--- src/rtl/dot_pkg.sv ---
// Shared definitions for the dot-product operand loader.
//   N            elements per dot product (multiple of LANES)
//   WEIGHT_WIDTH signed weight element width
//   ACT_WIDTH    signed activation element width
//   LANES        element pairs per input beat
//   BEATS        beats per operand frame (N / LANES)
//   RESULT_WIDTH engine result width
//   TIMEOUT      WAIT cycles allowed for the engine's done strobe
package dot_pkg;

  localparam int N            = 128;
  localparam int WEIGHT_WIDTH = 4;
  localparam int ACT_WIDTH    = 4;
  localparam int LANES        = 8;
  localparam int BEATS        = N / LANES;
  localparam int RESULT_WIDTH = 16;
  localparam int TIMEOUT      = 15;

  typedef enum logic [1:0] {
    LOAD = 2'd0,
    FIRE = 2'd1,
    WAIT = 2'd2,
    HOLD = 2'd3
  } state_t;

endpackage

--- src/rtl/dot_beat_packer.sv ---
// Beat counter and operand assembly for the dot-product loader.
// Each accepted beat k writes its LANES weight/activation pairs into elements
// k*LANES .. k*LANES+LANES-1 of the flat operand registers.
// Ports:
//   clk, rst_n    clock / asynchronous active-low reset
//   wr_en         accepted beat: write lanes and advance the beat count
//   clr           return the beat count to 0 (frame abort)
//   beat_w/beat_a lane-packed weights / activations of the current beat
//   last_beat     the beat count points at the final beat of a frame
//   beat_done     the final beat of a frame is being accepted this cycle
//   weights_flat  assembled weight vector
//   acts_flat     assembled activation vector
module dot_beat_packer
  import dot_pkg::*;
#(
  parameter int N            = dot_pkg::N,
  parameter int WEIGHT_WIDTH = dot_pkg::WEIGHT_WIDTH,
  parameter int ACT_WIDTH    = dot_pkg::ACT_WIDTH,
  parameter int LANES        = dot_pkg::LANES
) (
  input  logic                          clk,
  input  logic                          rst_n,
  input  logic                          wr_en,
  input  logic                          clr,
  input  logic [LANES*WEIGHT_WIDTH-1:0] beat_w,
  input  logic [LANES*ACT_WIDTH-1:0]    beat_a,
  output logic                          last_beat,
  output logic                          beat_done,
  output logic [N*WEIGHT_WIDTH-1:0]     weights_flat,
  output logic [N*ACT_WIDTH-1:0]        acts_flat
);

  localparam int NBEATS = N / LANES;
  localparam int CNT_W  = (NBEATS > 1) ? $clog2(NBEATS) : 1;

  logic [CNT_W-1:0] beat_cnt;

  assign last_beat = (beat_cnt == CNT_W'(NBEATS - 1));
  assign beat_done = wr_en & last_beat;

  always_ff @(posedge clk or negedge rst_n) begin
    if (!rst_n) begin
      beat_cnt <= '0;
    end else if (clr) begin
      beat_cnt <= '0;
    end else if (wr_en) begin
      beat_cnt <= last_beat ? '0 : beat_cnt + 1'b1;
    end
  end

  // Element index of lane j is beat_cnt*LANES + j.
  always_ff @(posedge clk or negedge rst_n) begin
    if (!rst_n) begin
      weights_flat <= '0;
      acts_flat    <= '0;
    end else if (wr_en) begin
      for (int unsigned j = 0; j < LANES; j++) begin
        weights_flat[(32'(beat_cnt) * LANES + j) * WEIGHT_WIDTH +: WEIGHT_WIDTH]
          <= beat_w[j * WEIGHT_WIDTH +: WEIGHT_WIDTH];
        acts_flat[(32'(beat_cnt) * LANES + j) * ACT_WIDTH +: ACT_WIDTH]
          <= beat_a[j * ACT_WIDTH +: ACT_WIDTH];
      end
    end
  end

endmodule

--- src/rtl/dot_operand_loader.sv ---
// Initiator-side front end for the pipelined signed dot-product engine.
// Assembles operand vectors from valid/ready beats, issues a one-cycle start,
// holds the operands while the engine runs, and returns the engine result on
// a valid/ready output. One dot product in flight at a time.
// Ports:
//   clk, rst_n                   clock / asynchronous active-low reset
//   in_valid/in_ready            operand beat handshake
//   in_w, in_a, in_last          lane-packed weights/activations, frame end
//   o_start                      one-cycle start pulse to the engine
//   o_weights_flat, o_acts_flat  assembled operands to the engine
//   i_done, i_result             engine result strobe and value
//   res_valid/res_ready/res_data result handshake and captured result
//   err_len, err_timeout         sticky framing / engine-timeout errors
//   err_clr                      clears both sticky errors (a new error wins)
module dot_operand_loader
  import dot_pkg::*;
#(
  parameter int N            = dot_pkg::N,
  parameter int WEIGHT_WIDTH = dot_pkg::WEIGHT_WIDTH,
  parameter int ACT_WIDTH    = dot_pkg::ACT_WIDTH,
  parameter int LANES        = dot_pkg::LANES,
  parameter int TIMEOUT      = dot_pkg::TIMEOUT
) (
  input  logic                          clk,
  input  logic                          rst_n,
  input  logic                          in_valid,
  output logic                          in_ready,
  input  logic [LANES*WEIGHT_WIDTH-1:0] in_w,
  input  logic [LANES*ACT_WIDTH-1:0]    in_a,
  input  logic                          in_last,
  output logic                          o_start,
  output logic [N*WEIGHT_WIDTH-1:0]     o_weights_flat,
  output logic [N*ACT_WIDTH-1:0]        o_acts_flat,
  input  logic                          i_done,
  input  logic [RESULT_WIDTH-1:0]       i_result,
  output logic                          res_valid,
  input  logic                          res_ready,
  output logic [RESULT_WIDTH-1:0]       res_data,
  output logic                          err_len,
  output logic                          err_timeout,
  input  logic                          err_clr
);

  localparam int TMO_W = $clog2(TIMEOUT + 1);

  state_t           state;
  state_t           state_nxt;
  logic [TMO_W-1:0] tmo_cnt;
  logic             beat_fire;
  logic             last_beat;
  logic             beat_done;
  logic             early_last;
  logic             len_err;
  logic             tmo_hit;

  assign beat_fire  = in_valid & in_ready;
  assign early_last = beat_fire & in_last & ~last_beat;
  // Early in_last aborts the frame; a missing in_last still completes it.
  assign len_err    = early_last | (beat_done & ~in_last);
  // Fires on the TIMEOUT-th WAIT cycle; a done in that same cycle wins.
  assign tmo_hit    = (state == WAIT) & ~i_done & (tmo_cnt == TMO_W'(TIMEOUT - 1));

  dot_beat_packer #(
    .N            (N),
    .WEIGHT_WIDTH (WEIGHT_WIDTH),
    .ACT_WIDTH    (ACT_WIDTH),
    .LANES        (LANES)
  ) u_packer (
    .clk          (clk),
    .rst_n        (rst_n),
    .wr_en        (beat_fire),
    .clr          (early_last),
    .beat_w       (in_w),
    .beat_a       (in_a),
    .last_beat    (last_beat),
    .beat_done    (beat_done),
    .weights_flat (o_weights_flat),
    .acts_flat    (o_acts_flat)
  );

  always_ff @(posedge clk or negedge rst_n) begin
    if (!rst_n) begin
      state <= LOAD;
    end else begin
      state <= state_nxt;
    end
  end

  always_comb begin
    state_nxt = state;
    unique case (state)
      LOAD: if (beat_done)  state_nxt = FIRE;
      FIRE:                 state_nxt = WAIT;
      WAIT: begin
        if (i_done)         state_nxt = HOLD;
        else if (tmo_hit)   state_nxt = LOAD;
      end
      HOLD: if (res_ready)  state_nxt = LOAD;
      default:              state_nxt = LOAD;
    endcase
  end

  always_comb begin
    in_ready  = 1'b0;
    o_start   = 1'b0;
    res_valid = 1'b0;
    unique case (state)
      LOAD:    in_ready  = 1'b1;
      FIRE:    o_start   = 1'b1;
      HOLD:    res_valid = 1'b1;
      default: ;
    endcase
  end

  always_ff @(posedge clk or negedge rst_n) begin
    if (!rst_n) begin
      tmo_cnt <= '0;
    end else if (state == WAIT) begin
      tmo_cnt <= tmo_cnt + 1'b1;
    end else begin
      tmo_cnt <= '0;
    end
  end

  always_ff @(posedge clk or negedge rst_n) begin
    if (!rst_n) begin
      res_data <= '0;
    end else if ((state == WAIT) && i_done) begin
      res_data <= i_result;
    end
  end

  always_ff @(posedge clk or negedge rst_n) begin
    if (!rst_n) begin
      err_len     <= 1'b0;
      err_timeout <= 1'b0;
    end else begin
      if (len_err)      err_len <= 1'b1;
      else if (err_clr) err_len <= 1'b0;
      if (tmo_hit)      err_timeout <= 1'b1;
      else if (err_clr) err_timeout <= 1'b0;
    end
  end

endmodule

--- config.mk ---
export PLATFORM = sky130hd
export DESIGN_NAME = dot_operand_loader
export DESIGN_NICKNAME = d
export VERILOG_FILES = /design/src/rtl/dot_pkg.sv /design/src/rtl/dot_beat_packer.sv /design/src/rtl/dot_operand_loader.sv
export SDC_FILE = /design/constraint.sdc
export NUM_CORES = 1
export LEC_CHECK = 0
export CORE_AREA = 2 2 444 446
export DETAILED_ROUTE_END_ITERATION = 8
export DIE_AREA = 0 0 446 448
export PLACE_DENSITY = 0.5
export SLEW_MARGIN = 40
export SYNTH_ARGS = -nofsm -noshare
export SYNTH_HDL_FRONTEND = slang
export SYNTH_SLANG_ARGS = --single-unit
--- constraint.sdc ---
create_clock -name clk -period 2.7 [get_ports clk]
set_input_delay 0.27 -clock clk [delete_from_list [all_inputs] [get_ports clk]]
set_output_delay 0.27 -clock clk [all_outputs]
set_load 0.02 [all_outputs]
Word level (Yosys, flattened, before mapping)
Cells that the tools add are included.
- bits in registers: 1052
- bits of input ports: 87
- output and inout port bits: 1045
- logic and storage cells: 105
- add/subtract/negate cells: 17
- equality and inequality tests: 8
- shift operators: 24
- muxes and demuxes: 31
- bitwise gates (word level): 11
- reductions and logical operators: 6
- operators by type and width (operator ; count):
    $bwmux W512 ; 16
    $shiftx A4 B34 Y512 ; 16
    $shift A4 B34 Y512 const A ; 8
    $neg A32 Y34 ; 6
    $neg A10 Y34 ; 1
    $neg A9 Y34 ; 1
    $add A7 B3 Y8 const B ; 4
    $add A7 B2 Y8 const B ; 2
    $mux W4 ; 4
    $add A4 B1 Y4 const B ; 2
    $add A7 B1 Y8 const B ; 1
    $eq A4 B4 Y1 const B ; 2
    $mux W2 ; 4
    $pmux W2 S4 ; 1
    $and A1 B1 Y1 ; 7
    $mux W1 ; 6
    $reduce_bool A2 Y1 ; 3
    $eq A2 B2 Y1 const B ; 2
    $ne A2 B2 Y1 const B ; 2
    $ne A3 B3 Y1 const B ; 1
    $not A1 Y1 ; 3
    $reduce_and A3 Y1 ; 1
    $eq A2 B1 Y1 const B ; 1
    $logic_not A2 Y1 ; 1
    2 further kinds ; 2

Depth between registers and ports, before layout
- word-level depth: 10
- gate-level depth with buffers: 9
- mapped depth without buffers: 6

Modules after synthesis
A second synthesis with hierarchy kept.
- cells, all modules: 3766
- area total of the unflattened synthesis: 39300.2 um^2
- modules (own cells, without submodules) (module ; instances ; cells an instance ; area each (um^2) ; seq. area each (um^2)):
    dot_beat_packer ; 1 ; 3691 ; 38214.2 ; 25724.7
    dot_operand_loader ; 1 ; 75 ; 1086.0 ; 600.6

Worst setup path before layout
OpenSTA, ideal clock, no wires.
- path kind: flip-flop to flip-flop
- from: register u_packer.beat_cnt[0]
- to: register u_packer.acts_flat[384]
- library setup time: 0.125 ns
- data arrival time: 2.571 ns
- data required time: 2.575 ns
- slack: 0.005 ns
- cell stages (with the launch flop): 9
- buffers on the path: 2
- clock period less this slack: 2.695 ns
- path through: dfrtp_1 clkbuf_1 inv_1 ha_1 ha_1 buf_1 nand2b_1 a2111oi_4 mux2_2
- longest elaborated chain between the ends: 10
- elaborated cells between the ends (all ways): 39
- those cells by class: add/sub (15); shift (16); mux (8)
- ends and longest elaborated chain (item ; RTL line ; source):
    start: declaration ; dot_beat_packer.sv:36 ; logic [CNT_W-1:0] beat_cnt;
    start signal: assignment ; dot_beat_packer.sv:47 ; beat_cnt <= last_beat ? '0 : beat_cnt + 1'b1;
    parallel branches: the longest is 9 deep, another holds $neg A32 Y34 ; n/a ;
    $bwmux W512 (*) ; dot_beat_packer.sv:60 ; acts_flat[(32'(beat_cnt) * LANES + j) * ACT_WIDTH +: ACT_WIDTH]
    end signal: assignment ; dot_beat_packer.sv:55 ; acts_flat <= '0;
    end: declaration ; dot_beat_packer.sv:30 ; output logic [N*ACT_WIDTH-1:0] acts_flat
Every way passes the cells marked *.
A chain may end at the register's enable or synchronous reset.

Worst setup path after layout
- from: register state[0]
- to: output port o_start
- longest elaborated chain between the ends: 2
- ends and longest elaborated chain (item ; RTL line ; source):
    start: declaration ; dot_operand_loader.sv:46 ; state_t state;
    start signal: assignment ; dot_operand_loader.sv:85 ; state <= state_nxt;
    $eq A2 B1 Y1 ; dot_operand_loader.sv:107 ; unique case (state)
    $mux W1 ; dot_operand_loader.sv:107 ;
    end: declaration ; dot_operand_loader.sv:31 ; output logic o_start,
No other way between the ends.

==> impl_results.md <==
* H-tree levels at 4
* Post-DP Area at 57,550 µm²
* Clk pwr share at 35.0%
* Worst slew margin at 48.79%
* Endpoint type of the worst setup path: output pin
* Die Wd at 446 µm
* Number of synthesized register bits at 1,052
* Core area at 194,600 µm²
* Max Slew Vio Count at 0
* Synth Flop Type: dfrtp_1
* Seq pwr share at 37.0%
* Total gr overflow at 0
* CTS tree: yes
* TritonCTS Buffers at 130
* Clock skew at 0.03786 ns
* # IOs at 1,132
* Worst slack, placed at 0.2011 ns
* Initial DRT Pass Iterations at 5
* Gr usage total at 17.80%
* Fin crit share at 93.84%
* Nets at 4,104
* Initial antenna violation count at 36
* Crit Path Category: reg2out
* R2R setup slack at 0.20 ns
* RSZ-0062 raised after global routing: no
* CP Data Arrival Time at 2.26 ns
* Clock latency at the later pin of the worst-skew pair at 0.80 ns
* Avg WL per Cell at 27.53 µm
* DR vias/cell at 4.270
* Syn Nets at 2,867
* Maximum buffer depth of the clock tree at 3
* Worst hold-check path type: in2async
* Seq/Total Area, Yosys at 62.55%
* Critical Path Fanout Max at 8
* Vias in the first global route at 29,549
* Clock root cell: clkbuf_16
* Commonest cells post-synth: 1,052 x dfrtp_1, 1,000 x mux2_2, 346 x and2_1
* Post-DP HPWL at 135,800 µm
* Post-route cell area at 61,960 µm²
* Setup crit start kind: flop
* Max Cap Viol at 0
* Gpl congestion at 0.8021
* Synth Cell Area at 42,090 µm²
* Detailed-route via count at 28,397
* P&R area growth vs syn at 47.23%
* Status: finished, final reports clean
* Worst-path clk slew at 0.06 ns
* Sink Count at 1,052
* Crit path time final at 2.534 ns
* Die area at 199,800 µm²
* Tightest Pin Transition at 0.7657 ns
* NetSw at 16.65 mW
* Post-synth top area cell: dfrtp_1
* Setup Fix Bufs, Post-CTS at 0
* Final setup viols at 0
* Worst vdd ir at 0.0007030 V
* Antenna Violating Nets Remaining at 0
* Setup TNS at 0 ns
* Share of layout cells above drive strength 1 at 33.38%
* Final Hold Viols at 0
* Initial DRC Count at 1,433
* Number of I/O port buffers at 1,131
* Fillers at 19,424
* Drc violations at 0
* Warnings from Yosys at 0
* Net Sw Frac at 32.70%
* Worst r2r dst: u_packer.acts_flat[448]
* Row count at 162
* Starting Density at 21.63%
* Combinational Power Share at 28.0%
* Int Power at 34.28 mW
* Largest net degree at the start of global routing at 75
* Final WS setup at 0.1662 ns
* PD cells at 821.9 nW/µm²
* Syn Inst Count at 2,769
* Share of the synthesized area in the top cell type at 62.55%
* EDFF count, synth at 0
* R2R Path Start: u_packer.beat_cnt[0]
* Worst r2r path cells at 6
* Synth area leaders: dfrtp_1 63%, mux2_2 27%, and2_1 5.1%
* Yosys cell types at 43
* Syn avg cell area at 15.20 µm²
* Pleak at 28.50 nW
* Fmax at 0.3947 GHz
* First-pass GRT wire length at 247,800 µm
* WP data required at 2.43 ns
* Post-synthesis async set-or-reset flop share at 100.0%
* Most common cell in the synthesized netlist: dfrtp_1
* Chip height at 448 µm
* Final WL at 183,100 µm
==> through the flow <==
stage	hold WS [ns]	power [mW]	util [%]	cells
2_1_floorplan	-0.02559	25.47	-	2769
3_3_place_gp	0.3082	33.50	29.58	6413
3_5_place_dp	0.3114	33.59	29.58	6413
4_1_cts	0.0009196	51.73	31.83	6643
5_1_grt	0.05413	53.12	31.84	6646
6_report	0.08901	50.93	31.84	6651
==> critical path: stages (launching register included) <==
cell and delay, ns:
dfrtp_1 0.48, buf_4 0.19, nor2b_1 0.13, clkdlybuf4s50_1 0.68
==> state kept, by name, indices dropped and copies added (netlist names) <==
| signal | count |
|---|---|
| err_len | 1 |
| err_timeout | 1 |
| u_packer.acts_flat | 512 |
| tmo_cnt | 4 |
| res_data | 16 |
| state | 2 |
| u_packer.weights_flat | 512 |
| u_packer.beat_cnt | 4 |
==> how the worst max path moves through the flow <==
stage                         startpoint                         end  slack [ns]  depth (start not counted)
floorplan           u_packer.beat_cnt[0]     u_packer.acts_flat[384]       0.005                          8
global placement                in_valid     u_packer.acts_flat[295]        0.19                          6
detailed placement              in_valid  u_packer.weights_flat[294]        0.20                          6
CTS                             state[0]                   res_valid        0.06                          3
global route                    state[0]                     o_start       0.004                          3
finish                          state[0]                     o_start        0.17                          3
==> power groups by stage <==
stage	registers [mW]	clock network, mW	logic [mW]
after floorplan	21.2	0	4.26
after global placement	19.0	0	14.5
after detailed placement	19.1	0	14.5
after CTS	18.8	18.3	14.6
after global routing	19.1	18.9	15.1
final	18.8	17.8	14.3
==> kinds of logic after synthesis <==
family / after synthesis / share of synthesized area, %
adder cells (fa/ha/maj): 11 / 0.3270
buffers and inverters: 198 / 2.146
flip-flops: 1052 / 62.55
AO/OA/AOI/OAI: 19 / 0.5589
multiplexers: 1040 / 27.80
AND/OR/NAND/NOR: 446 / 6.552
XOR/XNOR: 3 / 0.06244
==> what timing repair did <==
action,4_1_cts,5_1_grt
gates resized for setup,1,1
pin swaps,0,0
hold buffers,3,0
endpoints found under the setup margin,1,1
hold endpoints to repair,613,0
==> placed cells by master (no fill, tap or decap), types with 9 or more instances in the layout <==
| cell | instances |
|---|---|
| nand2_1 | 12 |
| ha_1 | 11 |
| nor2_1 | 10 |
| nand4_1 | 10 |
| dfrtp_1 | 1051 |
| nor2b_1 | 9 |
| buf_12 | 50 |
| clkbuf_1 | 30 |
| clkbuf_16 | 133 |
| and3_4 | 10 |
| nand3_1 | 10 |
| mux2_2 | 1000 |
| and2_1 | 346 |
| clkdlybuf4s50_1 | 1129 |
| clkbuf_8 | 28 |
| mux2i_1 | 32 |
| clkinv_2 | 10 |
| inv_1 | 39 |
| buf_4 | 80 |
==> final cells by class <==
class | instances | area [µm²] | area share, %
Inverter | 39 | 146.4 | 0.2362
Antenna cell | 8 | 20.02 | 0.03231
Tap cell | 2542 | 3181 | 5.133
Clock buffer | 191 | 3826 | 6.175
Clock inverter | 36 | 530.5 | 0.8562
Timing Repair Buffer | 1264 | 12960 | 20.92
Multi-Input combinational cell | 1519 | 14970 | 24.17
Sequential cell | 1052 | 26330 | 42.49
==> layer usage <==
metal  track usage, %  up-vias  wire (µm)
li1                 -    12111          -
met5                0        -         41
met2            29.88     1026      89450
met4            8.200        6       8780
met1            20.96    14964      71980
met3            5.191      290      12810
Power figures use the tool's default switching activity.
